[src/rtl/arb_pkg.sv]
// Shared types for the priority arbiter.
//   arb_state_t : IDLE (no grant held) / BUSY (one owner holds the grant)
package arb_pkg;

   typedef enum logic {
      IDLE = 1'b0,
      BUSY = 1'b1
   } arb_state_t;

endpackage

[src/rtl/prio_pick.sv]
// Combinational winner search: first set bit of mask_i at or above base_i,
// wrapping modulo N.
//   mask_i   : candidate vector
//   base_i   : index where the scan starts (0 = plain lowest-index-first)
//   onehot_o : winner as a one-hot vector (zero when mask_i is empty)
//   idx_o    : winner index (zero when mask_i is empty)
//   any_o    : mask_i has at least one bit set
module prio_pick #(
   parameter  int N    = 8,
   localparam int IDXW = $clog2(N)
) (
   input  logic [N-1:0]    mask_i,
   input  logic [IDXW-1:0] base_i,
   output logic [N-1:0]    onehot_o,
   output logic [IDXW-1:0] idx_o,
   output logic            any_o
);

   logic [2*N-1:0] dbl;
   logic [N-1:0]   rot;
   logic           found;
   int             pos;

   // Rotating a doubled copy right by base puts the scan start at bit 0, so
   // a plain lowest-bit search handles the wrap; base is added back after.
   always_comb begin
      dbl      = {mask_i, mask_i} >> base_i;
      rot      = dbl[N-1:0];
      found    = 1'b0;
      pos      = 0;
      idx_o    = '0;
      any_o    = |mask_i;
      for (int i = 0; i < N; i++) begin
         if (rot[i] && !found) begin
            found = 1'b1;
            pos   = i + int'(base_i);
            if (pos >= N) pos = pos - N;
            idx_o = IDXW'(pos);
         end
      end
      onehot_o = any_o ? ({{(N-1){1'b0}}, 1'b1} << idx_o) : '0;
   end

endmodule

[src/rtl/prio_arbiter.sv]
// N-way arbiter with registered one-hot grant and encoded index.
// Fixed (lowest index first) or round-robin selection at runtime, grant
// locking while the owner keeps requesting, and an optional hold limit that
// hands the grant to another pending requester.
//   clk, areset_n : clock (rising edge), async active-low reset
//   mode_rr       : 1 = round-robin from ptr, 0 = fixed priority from index 0
//   req           : request vector
//   gnt           : registered one-hot grant (zero when idle)
//   gnt_idx       : index of the owner (zero when idle)
//   gnt_valid     : a grant is held
//   preempt       : pulse on the first cycle of a grant made by the hold limit
import arb_pkg::*;

module prio_arbiter #(
   parameter  int N        = 8,
   parameter  int MAX_HOLD = 0,
   localparam int IDXW     = $clog2(N)
) (
   input  logic            clk,
   input  logic            areset_n,
   input  logic            mode_rr,
   input  logic [N-1:0]    req,
   output logic [N-1:0]    gnt,
   output logic [IDXW-1:0] gnt_idx,
   output logic            gnt_valid,
   output logic            preempt
);

   localparam int HW        = (MAX_HOLD > 0) ? $clog2(MAX_HOLD + 1) : 1;
   localparam int HOLD_LAST = (MAX_HOLD > 0) ? MAX_HOLD - 1 : 0;

   arb_state_t      state_q, state_d;
   logic [IDXW-1:0] ptr_q, ptr_d;
   logic [HW-1:0]   hold_q, hold_d;
   logic [N-1:0]    gnt_q, gnt_d;
   logic [IDXW-1:0] idx_q, idx_d;
   logic            pre_q, pre_d;

   logic [IDXW-1:0] base;
   logic [N-1:0]    oh_a, oh_b;
   logic [IDXW-1:0] ix_a, ix_b;
   logic            any_a, any_b;
   logic            limit;
   logic            grab, excl;
   logic [IDXW-1:0] win;

   assign base = mode_rr ? ptr_q : '0;

   // Normal pick over all requests.
   prio_pick #(.N(N)) u_pick_all (
      .mask_i   (req),
      .base_i   (base),
      .onehot_o (oh_a),
      .idx_o    (ix_a),
      .any_o    (any_a)
   );

   // Pick with the current owner masked out, used for hold-limit handoff.
   prio_pick #(.N(N)) u_pick_excl (
      .mask_i   (req & ~gnt_q),
      .base_i   (base),
      .onehot_o (oh_b),
      .idx_o    (ix_b),
      .any_o    (any_b)
   );

   assign limit = (MAX_HOLD != 0) && (hold_q == HW'(HOLD_LAST)) && any_b;

   always_comb begin
      state_d = state_q;
      ptr_d   = ptr_q;
      hold_d  = hold_q;
      gnt_d   = gnt_q;
      idx_d   = idx_q;
      pre_d   = 1'b0;
      grab    = 1'b0;
      excl    = 1'b0;
      win     = '0;

      case (state_q)
         IDLE: begin
            if (any_a) grab = 1'b1;
         end
         BUSY: begin
            if (!req[idx_q]) begin
               // Owner released: hand over directly, or go idle.
               if (any_a) begin
                  grab = 1'b1;
               end else begin
                  state_d = IDLE;
                  gnt_d   = '0;
                  idx_d   = '0;
                  hold_d  = '0;
               end
            end else if (limit) begin
               grab  = 1'b1;
               excl  = 1'b1;
               pre_d = 1'b1;
            end else if (hold_q != HW'(HOLD_LAST)) begin
               hold_d = hold_q + 1'b1;
            end
         end
         default: state_d = IDLE;
      endcase

      if (grab) begin
         win     = excl ? ix_b : ix_a;
         state_d = BUSY;
         gnt_d   = excl ? oh_b : oh_a;
         idx_d   = win;
         hold_d  = '0;
         // ptr advances in fixed mode as well so a later switch to
         // round-robin starts after the most recent owner.
         ptr_d   = (int'(win) == N - 1) ? '0 : win + 1'b1;
      end
   end

   always_ff @(posedge clk or negedge areset_n) begin
      if (!areset_n) begin
         state_q <= IDLE;
         ptr_q   <= '0;
         hold_q  <= '0;
         gnt_q   <= '0;
         idx_q   <= '0;
         pre_q   <= 1'b0;
      end else begin
         state_q <= state_d;
         ptr_q   <= ptr_d;
         hold_q  <= hold_d;
         gnt_q   <= gnt_d;
         idx_q   <= idx_d;
         pre_q   <= pre_d;
      end
   end

   assign gnt       = gnt_q;
   assign gnt_idx   = idx_q;
   assign gnt_valid = (state_q == BUSY);
   assign preempt   = pre_q;

endmodule

[config.mk]
export PLATFORM = sky130hd
export DESIGN_NAME = prio_arbiter
export DESIGN_NICKNAME = d
export VERILOG_FILES = /design/src/rtl/arb_pkg.sv /design/src/rtl/prio_pick.sv /design/src/rtl/prio_arbiter.sv
export SDC_FILE = /design/constraint.sdc
export NUM_CORES = 1
export LEC_CHECK = 0
export CELL_PAD_IN_SITES_DETAIL_PLACEMENT = 0
export CELL_PAD_IN_SITES_GLOBAL_PLACEMENT = 1
export CORE_ASPECT_RATIO = 0.75
export CORE_MARGIN = 5
export CORE_UTILIZATION = 38
export DETAILED_ROUTE_END_ITERATION = 8
export GPL_TIMING_DRIVEN = 0
export PLACE_DENSITY = 0.73
export SETUP_SLACK_MARGIN = 0.1
export SYNTH_ARGS = -nofsm -noshare
export SYNTH_HDL_FRONTEND = slang
export SYNTH_SLANG_ARGS = --single-unit
[constraint.sdc]
create_clock -name clk -period 3.1 [get_ports clk]
set_clock_uncertainty 0.05 [all_clocks]
set_input_delay 0.31 -clock clk [delete_from_list [all_inputs] [get_ports clk]]
set_output_delay 0.31 -clock clk [all_outputs]
set_load 0.01 [all_outputs]
==> Yosys cells after proc, flatten, opt, wreduce, memory -nomap -nowiden <==
Cells that the tools add are included.
Widths: inputs -> output; s select.
{ "totals": {"reg_bits": 15, "inputBits": 11, "output_inout_bits": 13} }
{ "op_classes": {"add_sub_neg": 16, "n_lt_le_gt_ge": 9, "n_eq_ne": 3, "shifts": 2, "mux": 42, "n_bitwise": 1, "reduce_logical": 17} }
{ "ops": {"columns": ["op", "n"], "rows": [
  ["$mux 3", 22],
  ["$mux 8", 5],
  ["$ge 4x4->1 const B", 7],
  ["$sub 3x1->3 const B", 8],
  ["$add 3x3->4 const A", 4],
  ["$shr 16x3->8", 1],
  ["$mux 1", 13],
  ["$add 2x3->4 const A", 2],
  ["$reduce_or 8->1", 1],
  ["$shl 1x3->8 const A", 1],
  ["$logic_and 1x1->1", 7],
  ["$logic_not 1->1", 7],
  ["$add 1x3->4 const A", 1],
  ["$ge 3x4->1 const B", 1],
  ["$lt 3x4->1 const B", 1],
  ["$add 3x1->3 const B", 1],
  ["$bmux 1 s3", 1],
  ["$eq 3x1->1 const B", 1],
  ["$reduce_and 3->1", 1],
  ["$ne 2x1->1 const B", 1],
  ["$ne 2x2->1 const B", 1],
  ["$pmux 1 s2", 1],
  ["$reduce_bool 2->1", 1],
  ["$not 1->1", 1]
]} }

==> Depth between registers and ports, before layout <==
Gate-level depths: netlist of the first run.
{ "depth": {"word_depth": 27, "ltp_mapped": 13, "depth_no_buf": 12} }

==> Modules after synthesis <==
From an unflattened synthesis of the first run, not the netlist that was laid out.
{ "hier_totals": {"hier_cells": 184, "area_unflattened_um2": 1800.5} }
{ "modules_own_cells": {"columns": ["mod", "instances", "cells_each", "area_per_inst_um2", "seq_area_each_um2"], "rows": [
  ["prio_pick", 1, 129, 1069.8, 0.0],
  ["prio_arbiter", 1, 55, 730.7, 375.4]
]} }

==> Least setup slack after synthesis of the first run <==
No wires, ideal clock.
{ "synth_path": {"path_type": "flip-flop to flip-flop", "from": "register ptr_q[0]", "to": "register ptr_q[2]", "arrival_ps": 3075, "t_required_ps": 2925, "setup_slack_ps": -150, "path_stages_with_launch": 12, "n_path_buf": 0, "cell_sequence": "dfrtp_1 -> nand2_4 -> inv_6 -> mux4_2 -> mux2i_4 -> nand2_1 -> xnor2_1 -> a221oi_1 -> or4_1 -> ha_1 -> ha_1 -> mux2_2"} }
{ "synth_between": {"elab_chain_len": 26} }
{ "synth_lines": {"columns": ["item", "line_no", "source"], "rows": [
  ["from (decl)", "prio_arbiter.sv:33", "logic [IDXW-1:0] ptr_q, ptr_d;"],
  ["from (signal assigned)", "prio_arbiter.sv:128", "ptr_q <= ptr_d;"],
  ["$mux 3 *", "prio_arbiter.sv:47", "assign base = mode_rr ? ptr_q : '0;"],
  ["$shr 16x3->8", "prio_pick.sv:27", "dbl = {mask_i, mask_i} >> base_i;"],
  ["$mux 1", "prio_pick.sv:34", "if (rot[i] && !found) begin"],
  ["$logic_not 1->1", "prio_pick.sv:34", null],
  ["$logic_and 1x1->1", "prio_pick.sv:34", null],
  ["$mux 1", "prio_pick.sv:34", null],
  ["$logic_not 1->1", "prio_pick.sv:34", null],
  ["$logic_and 1x1->1", "prio_pick.sv:34", null],
  ["[... 10 more ...]", null, null],
  ["$logic_not 1->1", "prio_pick.sv:34", null],
  ["$logic_and 1x1->1", "prio_pick.sv:34", null],
  ["$mux 1", "prio_pick.sv:34", null],
  ["$logic_not 1->1", "prio_pick.sv:34", null],
  ["$logic_and 1x1->1", "prio_pick.sv:34", null],
  ["$mux 3 *", "prio_pick.sv:34", null],
  ["$add 3x1->3 / $eq 3x1->1 (equally long branches)", "prio_arbiter.sv:114", "ptr_d = (int'(win) == N - 1) ? '0 : win + 1'b1;"],
  ["$mux 3 *", "prio_arbiter.sv:114", null]
]} }
Every way passes the cells marked *; elsewhere a longest branch is shown, timed or not.
A chain may end at the register's enable or synchronous reset.

==> Final worst setup path of the first run <==
Same ends and word-level chain as after synthesis.

==> results of run 1 <==
## synthesized netlist by cell type (3+ instances only)
cell type | number | area share
nand2_1 | 28 | 0.059
dfrtp_1 | 15 | 0.21
nor2_1 | 10 | 0.021
mux2i_1 | 9 | 0.050
mux2_2 | 8 | 0.050
mux4_2 | 8 | 0.10
ha_1 | 7 | 0.049
a21oi_1 | 6 | 0.017
and2_1 | 6 | 0.021
buf_2 | 5 | 0.014
clkbuf_1 | 5 | 0.011
inv_1 | 5 | 0.011
nand3_1 | 5 | 0.014
o211ai_1 | 5 | 0.021
o21ai_0 | 5 | 0.014
a221oi_1 | 4 | 0.020
o311ai_0 | 4 | 0.020
o31ai_2 | 4 | 0.028
a211oi_1 | 3 | 0.013
nor3_1 | 3 | 0.0084
xnor2_1 | 3 | 0.015
## cell type report
cell class	instances	area, µm²	area share
buffer	11	83.8	0.0330
clock buffer	3	41.3	0.0162
clock inverter	1	5.00	0.00197
inverter	7	36.3	0.0143
multi-input combinational	163	1500	0.591
sequential	15	377	0.148
tap	57	71.3	0.0281
timing repair buffer	49	427	0.168
## worst max-delay path by stage
| stage | to | slack (ns) | cells past startpoint | startpoint |
|---|---|---|---|---|
| 2_1_floorplan | ptr_q[2] | 0.05 | 11 | ptr_q[0] |
| 3_3_place_gp | ptr_q[2] | -0.72 | 13 | mode_rr |
| 3_5_place_dp | ptr_q[2] | -0.76 | 13 | mode_rr |
| 4_1_cts | ptr_q[2] | -0.03 | 11 | ptr_q[0] |
| 5_1_grt | ptr_q[2] | -0.17 | 11 | ptr_q[0] |
| 6_report | ptr_q[2] | -0.09 | 11 | ptr_q[0] |
## report_power, final
| group | switching [mW] | internal [mW] |
|---|---|---|
| Clock | 0.0745 | 0.0891 |
| Combinational | 1.01 | 0.962 |
| Sequential | 0.0605 | 0.275 |
| Total | 1.15 | 1.33 |
## worst max-delay path, cell delays in order (launching register included)
cell and delay (ns):
dfrtp_2 0.45, nand2_4 0.13, buf_6 0.14, mux4_2 0.58
mux2i_4 0.22, nand2_1 0.09, xnor2_1 0.18, a221oi_1 0.11
or4_4 0.48, ha_4 0.20, ha_4 0.20, mux2_4 0.25
## per-stage QoR
stage,instance area [µm²],util,TNS (ns)
after global routing,2540,0.566,-0.755
after detailed placement,2130,0.475,-6.66
final,2540,0.566,-0.0875
after floorplan,1840,-,0
after CTS,2440,0.542,-0.0298
after global placement,2130,0.475,-5.98
## metal layers
metal  vias up  GRT usage  routed length, µm
li1        865          -                  -
met1       902      0.288               2810
met2        48      0.265               2670
met3         7     0.0380                304
met4         0     0.0397                 43
met5         -          0                  0
## registers in the layout, indices dropped and copies added, names as in the netlist
register,cells
gnt,8
gnt_idx,3
gnt_valid,1
ptr_q,3
## layout by cell type, fill, tap and decap left out, types with 5 or more instances in the layout
cell type | Yosys | final
nand2_1 | 28 | 26
buf_4 | 1 | 25
dfrtp_1 | 15 | 14
clkdlybuf4s50_1 | 0 | 13
dlygate4sd2_1 | 0 | 9
buf_6 | 0 | 8
mux4_2 | 8 | 8
nor2_1 | 10 | 8
mux2i_1 | 9 | 7
mux2_2 | 8 | 6
o211ai_1 | 5 | 5
## cells by family (layout without fill, tap and decap cells)
kind of cell / after synthesis / in the layout / synth area share
AND/OR/NAND/NOR: 69 / 69 / 0.210
AO/OA/AOI/OAI: 55 / 55 / 0.241
multiplexers: 27 / 27 / 0.222
buffers and inverters: 18 / 71 / 0.0463
flip-flops: 15 / 15 / 0.210
adder cells (fa/ha/maj): 7 / 7 / 0.0491
XOR/XNOR: 4 / 4 / 0.0196
other: 1 / 1 / 0.00210
## what timing repair did
action | CTS | global route
buffers inserted | 25 | 2
hold buffers | 0 | 0
pin swaps | 20 | 9
resized for setup | 38 | 25
endpoints found under the hold margin | 0 | 0
setup endpoints to repair | 13 | 13
==> results.toml, run 1 <==
[drt]
first_pass_iters = 4
wl_per_cell_um = 19.0
routed_wirelength_um = 5830
drc_errors = 0
drt_iter0_drc = 154
viasPerCell = 5.95
ant_nets = 0
num_vias = 1822

[floorplanning]
initial_core_util = 0.397
io_pins = 24
rows = 21
die_area_um2 = 6180
fp.coreArea_um2 = 4490
die_h_um = 69.3
die_w_um = 89.1

[clock_network]
cts_tree = "yes"
numCtsBuffers = 3
cts_max_path_buffers = 2
ctsHtreeMaxLevel = 1
clock_latency_ns = 0.25
clkTransAtPathRegs_ns = 0.07
cts_sinks = 15
cts-root-buf = "clkbuf_8"

[sta]
drv_slew = 0
final.period_utilization = 1.03
slew_headroom = 0.536
rsz0062_at_grt = "true"
setup_viol = 2
hold_slack_ns = 0.427
tightestPinTransition_ns = 0.694
period_needed_ns = 3.19
max_freq_mhz = 314
hold_violations = 0
setup_ws_ns = -0.0852

[cells_and_area]
nNetsFinal = 268
drive_gt1_frac = 0.390
syn_to_final_growth_pct = 42.5
n_fill_cell = 416
diodes = 0
final_cells = 306

[status]
violations = "setup timing"
status = "finished, violations left"

[yosys]
syn_nets = 214
asyncSetResetFlopFracSynth = 1.00
ys.flop_type = "dfrtp_1"
syn_area_um2 = 1780
synth.ff_latch_count = 15
yosysUniqueCellTypes = 60
synth-seq-area-share = 0.210
synth_cells = 196
avgSynthCellArea_um2 = 9.10
yosys_warnings = 0
synth-edff-count = 0

[placement]
gp_congestion = 0.866
portBuffers = 22
post-place-ws_ns = -0.763
dp_hpwl_um = 4110
dp.cells = 275

[critical_path]
rr_worst_depth = 11
critical_path_required_ns = 3.19
arrival_ns = 3.27
rr_endpoint = "ptr_q[2]"
path_class = "register to register"
cp-end-kind = "register"
crit_fanout = 4
rrSetupSlack_ns = -0.09
start_kind = "register"
r2r_start = "ptr_q[0]"

[power_and_ir_drop]
ir_drop_v = 0.000411
p_leak_nw = 1.04
p_total_mw = 2.47
pwr_density_cell_nw_per_um2 = 973

[flow_run]
max_cap_viol_count = 0

[global_routing]
grt-ovfl-total = 0
grt_max_degree = 16
grt_use_total = 0.187
grt_pass1_wl_um = 9180
antenna_found_initial = 0
grt_pass1_vias = 1777

[hold_path]
min-delay-path-class = "primary input to async pin"
Note: power is estimated with default switching activity, not from simulation.
==> run 2: changes to the inputs <==
--- a/config.mk
+++ b/config.mk
@@ -9,11 +9,10 @@
 export CELL_PAD_IN_SITES_GLOBAL_PLACEMENT = 1
 export CORE_ASPECT_RATIO = 0.75
 export CORE_MARGIN = 5
-export CORE_UTILIZATION = 38
+export CORE_UTILIZATION = 40
 export DETAILED_ROUTE_END_ITERATION = 8
 export GPL_TIMING_DRIVEN = 0
-export PLACE_DENSITY = 0.73
-export SETUP_SLACK_MARGIN = 0.1
+export PLACE_DENSITY = 0.74
 export SYNTH_ARGS = -nofsm -noshare
 export SYNTH_HDL_FRONTEND = slang
 export SYNTH_SLANG_ARGS = --single-unit
==> constraint.sdc (replaced) <==
create_clock -name clk -period 3.3 [get_ports clk]
set_clock_uncertainty 0.05 [all_clocks]
set_input_delay 0.33 -clock clk [delete_from_list [all_inputs] [get_ports clk]]
set_output_delay 0.33 -clock clk [all_outputs]
set_load 0.01 [all_outputs]
==> run 2 against run 1 <==
Combinational power fell by 12%. Die area fell by 4.4%. The run now ends clean. First-iteration DRC count rose by 6.5%. Global-route usage fell by 0.63 points. Hold slack improved by 0.015 ns. Clock power fell by 10%. Sequential power fell by 6.3%. Utilization rose by 0.27 points. Critical path depth rose by 1. Sequential share of layout area rose by 0.28 points. Non-clock buffer count did not move. Cell area fell by 1.9%. Largest power group unchanged.
==> results.toml, run 2 (synthesis gave the netlist of run 1 again) <==
[floorplanning]
die_w_um = 87.1
fp.coreArea_um2 = 4390
die_area_um2 = 5910
rows = 21
initial_core_util = 0.407
io_pins = 24
die_h_um = 67.8

[cells_and_area]
layout_commonest_cell = "buf_4"
diodes = 0
n_fill_cell = 383
multi_input_area_um2 = 1450
drive_gt1_frac = 0.369
nNetsFinal = 268
largest_reg_flops = 8
syn_to_final_growth_pct = 39.8
mostFrequentLayoutCells = "buf_4 (27), nand2_1 (26), dfrtp_1 (14)"
regArea_um2 = 377

[drt]
drc_errors = 0
drt_iter0_drc = 164
first_pass_iters = 4
num_vias = 1824
viasPerCell = 5.96
ant_nets = 0
routed_wirelength_um = 5370
wl_per_cell_um = 17.5

[placement]
gp_congestion = 0.844
portBuffers = 22
dp_hpwl_um = 3850

[clock_network]
hold_buffers = 0
cts_tree = "yes"
numCtsBuffers = 3
cts_max_path_buffers = 2
clock_latency_ns = 0.24
ctsHtreeMaxLevel = 1
cts-root-buf = "clkbuf_8"
clkTransAtPathRegs_ns = 0.06
cts_sinks = 15

[power_and_ir_drop]
p_switching_mw = 1.02
p_leak_nw = 1.08
intPower_mw = 1.19
p_comb_frac = 0.790
power_frac_clock = 0.067
pwr_density_cell_nw_per_um2 = 882
p_seq_frac = 0.143
p_sw_frac = 0.461
ir_drop_v = 0.000417
p_total_mw = 2.20

[sta]
drv_slew = 0
period_needed_ns = 3.24
setup_viol = 0
tightestPinTransition_ns = 0.685
slew_headroom = 0.542
max_freq_mhz = 309
hold_violations = 0
final.period_utilization = 0.981
hold_slack_ns = 0.442

[critical_path]
slowest_stage = "mux4_2"
critical_path_required_ns = 3.38
path_class = "register to register"
cpPeakStageDelay_ns = 0.38
start_kind = "register"
crit_chain = "buf_6 -> and2_1 -> buf_6 -> mux4_2 -> mux2_4 -> nor4_4 -> and2_4 -> and4b_2 -> or3_4 -> nor2_2 -> ha_1 -> mux2_4"
path_buf_inv = 2
cp-end-kind = "register"
arrival_ns = 3.32
crit_fanout = 8
cpLargestDelayFamily = "simple AND/OR/NAND/NOR gates"

[global_routing]
grt_use_total = 0.181
grt_pass1_wl_um = 8420
grt_pass1_vias = 1641
antenna_found_initial = 0
grt_max_degree = 16
grt-ovfl-total = 0

[flow_run]
max_cap_viol_count = 0

[status]
status = "finished, final reports clean"

[hold_path]
min-delay-path-class = "register to register"
-- run 2: worst paths after layout --
path,start,end,slack [ns],cells past startpoint
min in group asynchronous,areset_n,gnt[5],0.45,1
hold / removal,gnt[4],gnt[4],0.44,2
setup / recovery,ptr_q[2],ptr_q[2],0.06,12
max in group asynchronous,areset_n,ptr_q[0],2.27,1
setup reg to reg,ptr_q[2],ptr_q[2],0.06,12
hold reg to reg,gnt[4],gnt[4],0.44,2
-- run 2: routing by layer --
metal / vias up / GRT usage / part of all wire
met5: - / 0 / 0
met4: 0 / 0.0211 / 0.0045
met3: 4 / 0.0313 / 0.090
met2: 72 / 0.263 / 0.44
met1: 883 / 0.284 / 0.46
li1: 865 / - / -
-- run 2: cell type report --
| cell class | count | share of cell area |
|---|---|---|
| inverter | 7 | 0.0155 |
| timing repair buffer | 49 | 0.179 |
| sequential | 15 | 0.151 |
| tap | 57 | 0.0286 |
| buffer | 11 | 0.0276 |
| multi-input combinational | 163 | 0.580 |
| clock inverter | 1 | 0.00201 |
| clock buffer | 3 | 0.0165 |
-- run 2: stage by stage --
| step | instances | TNS [ns] | util | setup WS [ns] | instance area (µm²) |
|---|---|---|---|---|---|
| after floorplan | 196 | 0 | - | 0.0502 | 1780 |
| after global placement | 275 | -5.03 | 0.473 | -0.753 | 2080 |
| after detailed placement | 275 | -5.74 | 0.473 | -0.823 | 2080 |
| after CTS | 285 | 0 | 0.508 | 0.00266 | 2230 |
| after global routing | 306 | -0.0191 | 0.569 | -0.0191 | 2490 |
| final | 306 | 0 | 0.569 | 0.0637 | 2490 |
-- run 2: repair_timing --
item | 4_1_cts | 5_1_grt
pin swaps | 3 | 15
buffers inserted | 6 | 21
setup endpoints to repair | 10 | 3
hold endpoints to repair | 0 | 0
gates resized for setup | 20 | 28
-- run 2: power groups by stage --
stage / Combinational, mW / Sequential (mW) / Clock, mW
after floorplan: 0.962 / 0.326 / 0
after global placement: 1.32 / 0.315 / 0
after detailed placement: 1.33 / 0.319 / 0
after CTS: 1.46 / 0.314 / 0.153
after global routing: 1.90 / 0.325 / 0.162
final: 1.74 / 0.314 / 0.147
-- run 2: worst min-delay path: stages, from the launching register on --
cell     delay (ns)
dfrtp_1        0.34
nand2_1        0.06
o31ai_2        0.05
==> run 3: changes to the inputs <==
--- a/config.mk
+++ b/config.mk
@@ -9,10 +9,10 @@
 export CELL_PAD_IN_SITES_GLOBAL_PLACEMENT = 1
 export CORE_ASPECT_RATIO = 0.75
 export CORE_MARGIN = 5
-export CORE_UTILIZATION = 40
+export CORE_UTILIZATION = 30
 export DETAILED_ROUTE_END_ITERATION = 8
 export GPL_TIMING_DRIVEN = 0
-export PLACE_DENSITY = 0.74
+export PLACE_DENSITY = 0.57
 export SYNTH_ARGS = -nofsm -noshare
 export SYNTH_HDL_FRONTEND = slang
 export SYNTH_SLANG_ARGS = --single-unit
==> run 3 against run 2 <==
Sequential power shrank 2%. First-iteration DRC count shrank 43%. Non-clock buffer count grew 3. Cell area grew 3.7%. Critical path depth grew 1. Final cell count grew 7.8%. Utilization shrank 12 points. Critical path type unchanged. Critical endpoint unchanged. Largest power group unchanged.
==> results.toml, run 3 (synthesis gave the netlist of run 1 again) <==
[floorplanning]
die_area_um2 = 7610
initial_core_util = 0.308
io_pins = 24
die_w_um = 99.1
rows = 24
die_h_um = 76.8
fp.coreArea_um2 = 5800

[clock_network]
hold_buffers = 0
clock_latency_ns = 0.25
numCtsBuffers = 3
cts_sinks = 15
ctsHtreeMaxLevel = 1
cts-root-buf = "clkbuf_8"
cts_max_path_buffers = 2
clkTransAtPathRegs_ns = 0.06
cts_tree = "yes"

[cells_and_area]
drive_gt1_frac = 0.397
layout_commonest_cell = "buf_4"
nNetsFinal = 271
mostFrequentLayoutCells = "buf_4 (30), nand2_1 (25), dfrtp_1 (14)"
largest_reg_flops = 8
multi_input_area_um2 = 1490
diodes = 0
syn_to_final_growth_pct = 45.0
regArea_um2 = 377
fin_util = 0.446
n_fill_cell = 574
final_cells = 330

[drt]
num_vias = 1831
viasPerCell = 5.55
first_pass_iters = 4
drt_iter0_drc = 93
wl_per_cell_um = 17.7
ant_nets = 0
drc_errors = 0
routed_wirelength_um = 5830

[critical_path]
cpPeakStageDelay_ns = 0.40
startpoint = "ptr_q[2]"
rr_worst_depth = 13
arrival_ns = 3.32
endpoint = "ptr_q[2]"
rr_endpoint = "ptr_q[2]"
crit_fanout = 8
crit_chain = "buf_6 -> and2_1 -> buf_6 -> mux4_2 -> buf_4 -> mux2i_4 -> o21ai_2 -> a211oi_4 -> a211oi_4 -> or3_4 -> nor2_2 -> ha_1 -> mux2_4"
r2r_start = "ptr_q[2]"
critical_path_required_ns = 3.39
start_kind = "register"
rrSetupSlack_ns = 0.07
slowest_stage = "or3_4"
path_class = "register to register"
cp-end-kind = "register"

[global_routing]
grt_use_total = 0.145
grt_max_degree = 16
grt_pass1_wl_um = 8970
antenna_found_initial = 0
grt-ovfl-total = 0
grt_pass1_vias = 1721

[placement]
post-place-ws_ns = -0.837
portBuffers = 22
dp_hpwl_um = 4240
dp.cells = 296
gp_congestion = 0.878

[flow_run]
max_cap_viol_count = 0

[sta]
tightestPinTransition_ns = 0.691
setup_viol = 0
period_needed_ns = 3.23
hold_violations = 0
drv_slew = 0
setup_ws_ns = 0.0704
hold_slack_ns = 0.435
max_freq_mhz = 310
slew_headroom = 0.538
final.period_utilization = 0.979

[power_and_ir_drop]
ir_drop_v = 0.000214
p_leak_nw = 1.09
pwr_density_cell_nw_per_um2 = 894
p_total_mw = 2.31

[status]
status = "finished, final reports clean"

[hold_path]
min-delay-path-class = "register to register"
worstHoldPathCells = 2
==> run 3: cell count changes in the layout (fill, tap and decap cells not counted), moves of 2 or more <==
cell / change
buf_4: +3
a21boi_2: +2
a211oi_4: +2
a21boi_1: -2
a211oi_2: -2
dlymetal6s2s_1: -2
==> run 3: metal layers <==
| layer | global-route usage | part of all wire |
|---|---|---|
| met1 | 0.230 | 0.49 |
| met2 | 0.208 | 0.45 |
| met3 | 0.0245 | 0.057 |
| met4 | 0.0218 | 0.0039 |
| met5 | 0 | 0 |
==> run 3: worst min path at each step <==
stage / start / end / slack (ns)
2_1_floorplan: areset_n / gnt[0] / -0.02
3_3_place_gp: gnt[4] / gnt[4] / 0.42
3_5_place_dp: gnt[6] / gnt[6] / 0.43
4_1_cts: gnt[4] / gnt[4] / 0.44
5_1_grt: gnt[6] / gnt[6] / 0.46
6_report: gnt[4] / gnt[4] / 0.43
==> run 3: repair_timing <==
item	CTS	global route
endpoints found under the setup margin	10	7
resized for setup	30	30
setup buffers	9	21
pin swaps	5	17
==> run 3: layout make-up <==
class / instances / share of cell area
plain buffers: 11 / 0.0266
inverters: 7 / 0.0155
multi-input cells: 163 / 0.577
flip-flops and latches: 15 / 0.146
clock buffers: 3 / 0.0160
well taps: 78 / 0.0377
clock inverters: 1 / 0.00193
repair buffers: 52 / 0.180
==> run 3: power breakdown <==
part           total [mW]  switching, mW  internal [mW]
combinational        1.85          0.949          0.903
sequential          0.309         0.0507          0.258
clock               0.153         0.0688         0.0837
total                2.31           1.07           1.24
==> run 3: critical path, delay by kind of cell, from the launching register on <==
kind / cells / cell delay, ns
fa+ha+maj: 1 / 0.23
flops: 1 / 0.37
compound gates: 3 / 0.48
mux: 3 / 0.85
simple gates: 3 / 0.68
buf+inv: 3 / 0.46
==> run 3: stage by stage <==
step	TNS, ns	area, µm²
5_1_grt	-0.0613	2590
4_1_cts	0	2310
6_report	0	2590
3_3_place_gp	-6.29	2100
2_1_floorplan	0	1780
3_5_place_dp	-6.15	2100
